File: config.mk
export PLATFORM = sky130hd
export DESIGN_NAME = basamak_tarayici
export DESIGN_NICKNAME = d
export VERILOG_FILES = /design/src/rtl/basamak_tarayici.sv
export SDC_FILE = /design/constraint.sdc
export NUM_CORES = 1
export LEC_CHECK = 0
export ABC_AREA = 1
export CAP_MARGIN = 20
export CELL_PAD_IN_SITES_DETAIL_PLACEMENT = 1
export CELL_PAD_IN_SITES_GLOBAL_PLACEMENT = 1
export CORE_ASPECT_RATIO = 2
export CORE_MARGIN = 2
export CORE_UTILIZATION = 34
export DETAILED_ROUTE_END_ITERATION = 7
export GPL_ROUTABILITY_DRIVEN = 0
export PLACE_DENSITY = 0.83
export SYNTH_ARGS = -nofsm -noshare
export SYNTH_HDL_FRONTEND = slang
export SYNTH_SLANG_ARGS = --single-unit
export TNS_END_PERCENT = 5
File: constraint.sdc
create_clock -name clk -period 1.4 [get_ports clk]
set_clock_uncertainty 0.15 [all_clocks]
set_input_delay 0.35 -clock clk [delete_from_list [all_inputs] [get_ports clk]]
set_output_delay 0.35 -clock clk [all_outputs]
set_load 0.02 [all_outputs]
File: src/rtl/basamak_tarayici.sv
// basamak_tarayici: sequential leading-one finder.
// Captures a word on start and scans it one nibble per clock, from the most
// significant nibble down. It then reports the index of the highest set bit
// and an all-zero flag.
//
// Define BASAMAK_EARLY_EXIT_EN to end the scan at the first non-zero nibble.
// Without it, the scan always covers every nibble, so latency is fixed.
//
// Ports:
//   clk     - clock, rising edge
//   rst_n   - asynchronous active-low reset
//   start   - scan request, sampled only while idle
//   sayi    - word to scan, captured on the accepting edge
//   busy    - high while a scan is in progress (registered)
//   done    - one-cycle pulse when results are valid (registered)
//   basamak - index of the highest set bit, 0 = LSB (registered)
//   sifir   - captured word was all zero (registered)
module basamak_tarayici #(
  parameter int unsigned NIBBLES = 4
) (
  input  logic                              clk,
  input  logic                              rst_n,
  input  logic                              start,
  input  logic [4*NIBBLES-1:0]              sayi,
  output logic                              busy,
  output logic                              done,
  output logic [$clog2(4*NIBBLES)-1:0]      basamak,
  output logic                              sifir
);

  localparam int unsigned W     = 4 * NIBBLES;
  localparam int unsigned POS_W = $clog2(W);
  localparam int unsigned IDX_W = $clog2(NIBBLES);

`ifdef BASAMAK_EARLY_EXIT_EN
  localparam bit EARLY_EXIT = 1'b1;
`else
  localparam bit EARLY_EXIT = 1'b0;
`endif

  localparam logic [0:0] IDLE = 1'b0;
  localparam logic [0:0] SCAN = 1'b1;

  logic [0:0]       state_q, state_d;
  logic [W-1:0]     word_q, word_d;
  logic [IDX_W-1:0] idx_q, idx_d;
  logic             found_q, found_d;
  logic [POS_W-1:0] cand_q, cand_d;
  logic             busy_q, busy_d;
  logic             done_q, done_d;
  logic [POS_W-1:0] basamak_q, basamak_d;
  logic             sifir_q, sifir_d;

  logic [3:0]       nib;
  logic [1:0]       hb;
  logic             found_now;

  // State and output registers.
  always_ff @(posedge clk or negedge rst_n) begin
    if (!rst_n) begin
      state_q   <= IDLE;
      word_q    <= '0;
      idx_q     <= '0;
      found_q   <= 1'b0;
      cand_q    <= '0;
      busy_q    <= 1'b0;
      done_q    <= 1'b0;
      basamak_q <= '0;
      sifir_q   <= 1'b0;
    end else begin
      state_q   <= state_d;
      word_q    <= word_d;
      idx_q     <= idx_d;
      found_q   <= found_d;
      cand_q    <= cand_d;
      busy_q    <= busy_d;
      done_q    <= done_d;
      basamak_q <= basamak_d;
      sifir_q   <= sifir_d;
    end
  end

  // Next-state, nibble examination and result staging.
  always_comb begin
    state_d   = state_q;
    word_d    = word_q;
    idx_d     = idx_q;
    found_d   = found_q;
    cand_d    = cand_q;
    done_d    = 1'b0;
    basamak_d = basamak_q;
    sifir_d   = sifir_q;

    nib = 4'(word_q >> {idx_q, 2'b00});
    casez (nib)
      4'b1???: hb = 2'd3;
      4'b01??: hb = 2'd2;
      4'b001?: hb = 2'd1;
      default: hb = 2'd0;
    endcase
    // Only the first non-zero nibble (the highest one) may set the candidate.
    found_now = !found_q && (nib != 4'd0);

    case (state_q)
      IDLE: begin
        if (start) begin
          word_d  = sayi;
          idx_d   = IDX_W'(NIBBLES - 1);
          found_d = 1'b0;
          state_d = SCAN;
        end
      end
      SCAN: begin
        found_d = found_q | found_now;
        if (found_now) begin
          cand_d = POS_W'({idx_q, hb});
        end
        if ((idx_q == '0) || (EARLY_EXIT && found_now)) begin
          done_d    = 1'b1;
          basamak_d = found_d ? cand_d : '0;
          sifir_d   = !found_d;
          state_d   = IDLE;
        end else begin
          idx_d = idx_q - 1'b1;
        end
      end
      default: state_d = IDLE;
    endcase

    busy_d = (state_d == SCAN);
  end

  assign busy    = busy_q;
  assign done    = done_q;
  assign basamak = basamak_q;
  assign sifir   = sifir_q;

endmodule

### Yosys cells after proc, flatten, opt, wreduce, memory -nomap -nowiden

Index checks and enable logic that the tools add are counted.

| operators by class | value |
|---|---|
| $add $sub $neg | 1 |
| equal/unequal tests | 4 |
| shift operators | 1 |
| muxes and demuxes | 13 |
| bitwise logic cells | 2 |
| reductions and logical operators | 8 |

Operators with widths:

| kind | count |
|---|---|
| >> shifter 16 x 4 -> 4 bit | 1 |
| 2-to-1 mux 4 bit | 2 |
| case mux 2 bit (3 select lines) | 1 |
| AND reduction 2 bit | 3 |
| 2-to-1 mux 1 bit | 5 |
| 2-to-1 mux 2 bit | 2 |
| != test 2 bit, second input constant | 2 |
| case mux 1 bit (2 select lines) | 2 |
| case mux 2 bit (2 select lines) | 1 |
| nonzero test 4 bit | 1 |
| == test 3 x 1 -> 1 bit, second input constant | 1 |
| == test 2 x 1 -> 1 bit, second input constant | 1 |
| zero test 1 bit | 2 |
| zero test 2 bit | 1 |
| subtractor 2 x 1 -> 2 bit, second input constant | 1 |
| logical AND 1 bit | 1 |
| NOT 1 bit | 1 |
| bitwise OR 1 bit | 1 |

| word-level totals | value |
|---|---|
| flip-flop bits (word level) | 30 |
| bits of input ports | 19 |
| output and inout port bits | 7 |
| logic and storage cells | 37 |

### Logic depth before layout (Yosys ltp)

| logic depth | value |
|---|---|
| depth after elaboration | 5 |
| mapped depth | 12 |
| gate-level depth less buffers | 10 |

### Least setup slack after synthesis

Ideal clock, no wire load.

| path | value |
|---|---|
| path type | flip-flop to flip-flop |
| start | register, netlist name busy |
| end | register word_q[0] |
| library setup time | 0.117 ns |
| arrival time | 1.293 ns |
| data required time | 1.133 ns |
| setup slack | -0.160 ns |
| cell stages (with the launch flop) | 7 |
| buffers on the path | 2 |
| period minus slack after synthesis | 1.560 ns |
| cells stage by stage | dfrtp_1 -> buf_2 -> nor2_2 -> inv_1 -> clkbuf_1 -> nand2_1 -> nand2_1 |

RTL lines:

| item | line | RTL |
|---|---|---|
| end signal: assignment | 72 | `word_q <= word_d;` |
| end: declaration | 45 | `logic [W-1:0] word_q, word_d;` |

### Worst setup path in the final report

| path | value |
|---|---|
| start | register idx_q[0] |
| end | register basamak_q[3] (netlist: basamak[3]) |

| on the way | value |
|---|---|
| word-level cells in the longest chain between the ends | 5 |
| elaborated cells on any way between the ends | 8 |
| classes of those cells | shift (1); mux (2); bitwise (1); reduce/logical (4) |

Ends and longest elaborated chain:

| item | line | RTL |
|---|---|---|
| start: declaration | 46 | `logic [IDX_W-1:0] idx_q, idx_d;` |
| start signal: assignment | 73 | `idx_q <= idx_d;` |
| >> shifter 16 x 4 -> 4 bit | 94 | `nib = 4'(word_q >> {idx_q, 2'b00});` |
| nonzero test 4 bit | 102 | `found_now = !found_q && (nib != 4'd0);` |
| logical AND 1 bit | 102 |  |
| 2-to-1 mux 4 bit or bitwise OR 1 bit (tied branches) | 115, 114 |  |
| 2-to-1 mux 4 bit | 120 | `basamak_d = found_d ? cand_d : '0;` |
| end signal: assignment | 78 | `basamak_q <= basamak_d;` |
| end: declaration | 51 | `logic [POS_W-1:0] basamak_q, basamak_d;` |

Several ways; a longest one is shown, not always the timed one.
A chain may end at the register's enable or synchronous reset.

==> results.sh <==
export IMPL_pin_count=26
export IMPL_layout_cells_non_filler=273
export IMPL_tightest_slew_ns=0.466
export IMPL_worstSetupStartpointType="register"
export IMPL_fin_crit_ns=1.72
export IMPL_firstDrtPassIters=4
export IMPL_start_util_pct=35.0
export IMPL_cts_buffers=5
export IMPL_powerDensity_nw_per_um2=2420
export IMPL_drive_above_1_share_pct=30.8
export IMPL_synthArstFlopShare_pct=100
export IMPL_synth_common_cells="nand2_1 (91), dfrtp_1 (30), nand3_1 (15)"
export IMPL_antenna_found_initial=0
export IMPL_worstHoldPathType="input port to asynchronous set/reset pin"
export IMPL_setup_viol=13
export IMPL_fp_dieArea_um2=4780
export IMPL_place_ws_ns=-0.330
export IMPL_nets=240
export IMPL_final_area_um2=2000
export IMPL_intPower_w=0.00268
export IMPL_yosys_area_top_type="dfrtp_1"
export IMPL_viasPerCell=4.68
export IMPL_critical_path_arrival_ns=1.73
export IMPL_violations="negative setup slack"
export IMPL_syn_avg_cell_area_um2=8.04
export IMPL_ys_seq_elements=30
export IMPL_dp_hpwl_mm=2.72
export IMPL_dp_cells=262
export IMPL_worstSetupPathType="register to register"
export IMPL_status="complete, but fails checks"
export IMPL_path_max_fanout=6
export IMPL_grt_max_degree=31
export IMPL_rsz0062_at_grt="yes"
export IMPL_period_share_pct=123
export IMPL_hold_viol=0
export IMPL_synth_cell_types=20
export IMPL_maxSlewHeadroom_pct=68.9
export IMPL_leakage_nw=1.05
export IMPL_synthCells=178
export IMPL_swShare_pct=44.9
export IMPL_fp_dieW_um=49.9
export IMPL_fin_ws_ns=-0.317
export IMPL_slew_violations=0
export IMPL_fp_row_count=33
export IMPL_power_frac_seq_pct=32.5
export IMPL_chipHeight_um=95.8
export IMPL_netlist_area_um2=1430
export IMPL_seq_area_frac_synth_pct=52.4
export IMPL_max_freq_ghz=0.582
export IMPL_worstSkewPairLatency_ns=0.28
export IMPL_synth_most_common_cell="nand2_1"
export IMPL_fin_util_pct=49.0
export IMPL_cts_tree="done"
export IMPL_cts_buffer_depth=2
export IMPL_io_buffers=25
export IMPL_cts_sinks=30
export IMPL_clkPwrFrac_pct=14.6
export IMPL_dpl_instance_area_um2=1820
export IMPL_syn_to_final_growth_pct=39.9
export IMPL_synth_edf_count=0
export IMPL_wire_per_inst_um=13.9
export IMPL_core_area_um2=4090
export IMPL_wirelength_mm=3.79
export IMPL_grt_overflow=0
export IMPL_diodes=0
export IMPL_vdd_ir_drop_max_v=0.00103
export IMPL_dr_total_vias=1278
export IMPL_critPathCaptureType="register"
export IMPL_drt_iter0_drc=16
export IMPL_drtAntennaViolNets=0
export IMPL_synthFlopType="dfrtp_1"
export IMPL_grt_pass1_vias=1368
export IMPL_synth_warnings=0
export IMPL_cts_clk_slew_worst_paths_ns=0.07
export IMPL_remaining_drc_errors=0
export IMPL_syn_nets=198
export IMPL_crit_required_ns=1.41
export IMPL_grt_use_total_pct=18.0
export IMPL_synth_area_leaders="dfrtp_1 (52%), nand2_1 (24%), nand3_1 (5.2%)"
export IMPL_grt_pass1_wl_mm=6.27
export IMPL_ctsRootBufferMaster="clkbuf_8"
export IMPL_switchingPower_w=0.00218
export IMPL_synth_top_area_share_pct=52.4
export IMPL_pwr_share_comb_pct=52.8
export IMPL_maxCapViolCount=0
export IMPL_fin_total_pwr_w=0.00486
export IMPL_htree_levels=2
stage by stage:
step	setup TNS, ns	hold WS (ns)
final	-2.62	0.269
after global routing	-5.14	0.298
after CTS	-2.39	0.276
after detailed placement	-7.35	0.312
after global placement	-6.30	0.307
after floorplan	-1.92	-0.0956
worst max-delay path, cell delays in order (launching register included):
cell and delay [ns]:
dfrtp_2 0.48, buf_6 0.16, nand2_4 0.05, nand3_2 0.08, nand2_2 0.11, nand2_4 0.09
o21ai_4 0.23, nand2_2 0.08, nand3_1 0.09, nand2_1 0.08
cell families after synthesis:
group	Yosys count	synth area share, %
flip-flops	30	52.4
AND/OR/NAND/NOR	121	36.0
adder cells (fa/ha/maj)	1	0.874
buffers and inverters	19	6.29
AO/OA/AOI/OAI	7	4.37
per-layer routing:
layer  vias up  GRT usage [%]  part of all wire (%)
met5         -              0                     0
met2        23           37.0                    62
li1        629              -                     -
met3         7           2.95                   2.3
met4         0           8.33                   2.3
met1       619           16.4                    33
cell usage in the layout (no fill, tap or decap):
| master | count |
|---|---|
| nand2_1 | 77 |
| dfrtp_1 | 29 |
| clkdlybuf4s50_1 | 18 |
| nand2_2 | 17 |
| inv_1 | 12 |
| buf_4 | 11 |
| nand3_2 | 9 |
| nand3_1 | 8 |
| buf_2 | 7 |
| clkbuf_8 | 6 |
| nand2_4 | 5 |
| nor2_1 | 3 |
| inv_2 | 2 |
| nor2_4 | 2 |
| a21oi_1 | 2 |
| buf_6 | 2 |
| inv_6 | 1 |
| a22oi_1 | 1 |
| o21ai_4 | 1 |
| a21oi_4 | 1 |
| o21ai_0 | 1 |
| a21boi_0 | 1 |
| ha_2 | 1 |
| clkbuf_1 | 1 |
| clkinv_2 | 1 |
| dfrtp_2 | 1 |
| buf_12 | 1 |
state kept, by name, indices dropped and copies added, names as in the netlist:
signal	cells
cand_q	4
sifir	1
done	1
idx_q	2
word_q	16
basamak	4
found_q	1
busy	1
power by group through the flow:
stage               logic [W]  registers (W)  clock network [W]
detailed placement    0.00221        0.00156                  0
global placement      0.00212        0.00154                  0
global route          0.00284        0.00163           0.000774
finish                0.00257        0.00158           0.000709
CTS                   0.00242        0.00158           0.000734
floorplan             0.00138        0.00159                  0
cell type report:
class	count	area, µm²
Sequential cell	30	752
Clock buffer	7	86.3
Timing Repair inverter	1	3.75
Inverter	14	57.6
Timing Repair Buffer	39	340
Tap cell	52	65.1
Clock inverter	1	5.00
Multi-Input combinational cell	129	693
Fill cell	470	2080
path summary, 6_finish.rpt:
check,from,end,slack (ns),cells past startpoint
hold reg to reg,cand_q[3]$_DFFE_PN0P_,cand_q[3]$_DFFE_PN0P_,0.33,2
min in group clk,cand_q[3]$_DFFE_PN0P_,cand_q[3]$_DFFE_PN0P_,0.33,2
max in group asynchronous,rst_n,idx_q[0]$_DFFE_PN0P_,0.65,2
setup reg to reg,idx_q[0]$_DFFE_PN0P_,basamak[3]$_DFFE_PN0P_,-0.32,9
setup / recovery,idx_q[0]$_DFFE_PN0P_,basamak[3]$_DFFE_PN0P_,-0.32,9
hold / removal,rst_n,found_q$_DFFE_PN0P_,0.27,2
what timing repair did:
action                                  CTS  global route
buffers inserted                          1             1
hold buffers                              0             0
endpoints found under the setup margin   25            30
pin swaps                                14             8
cloned                                    1             0
resized for setup                        50            10
(Power assumes the default switching activity.)
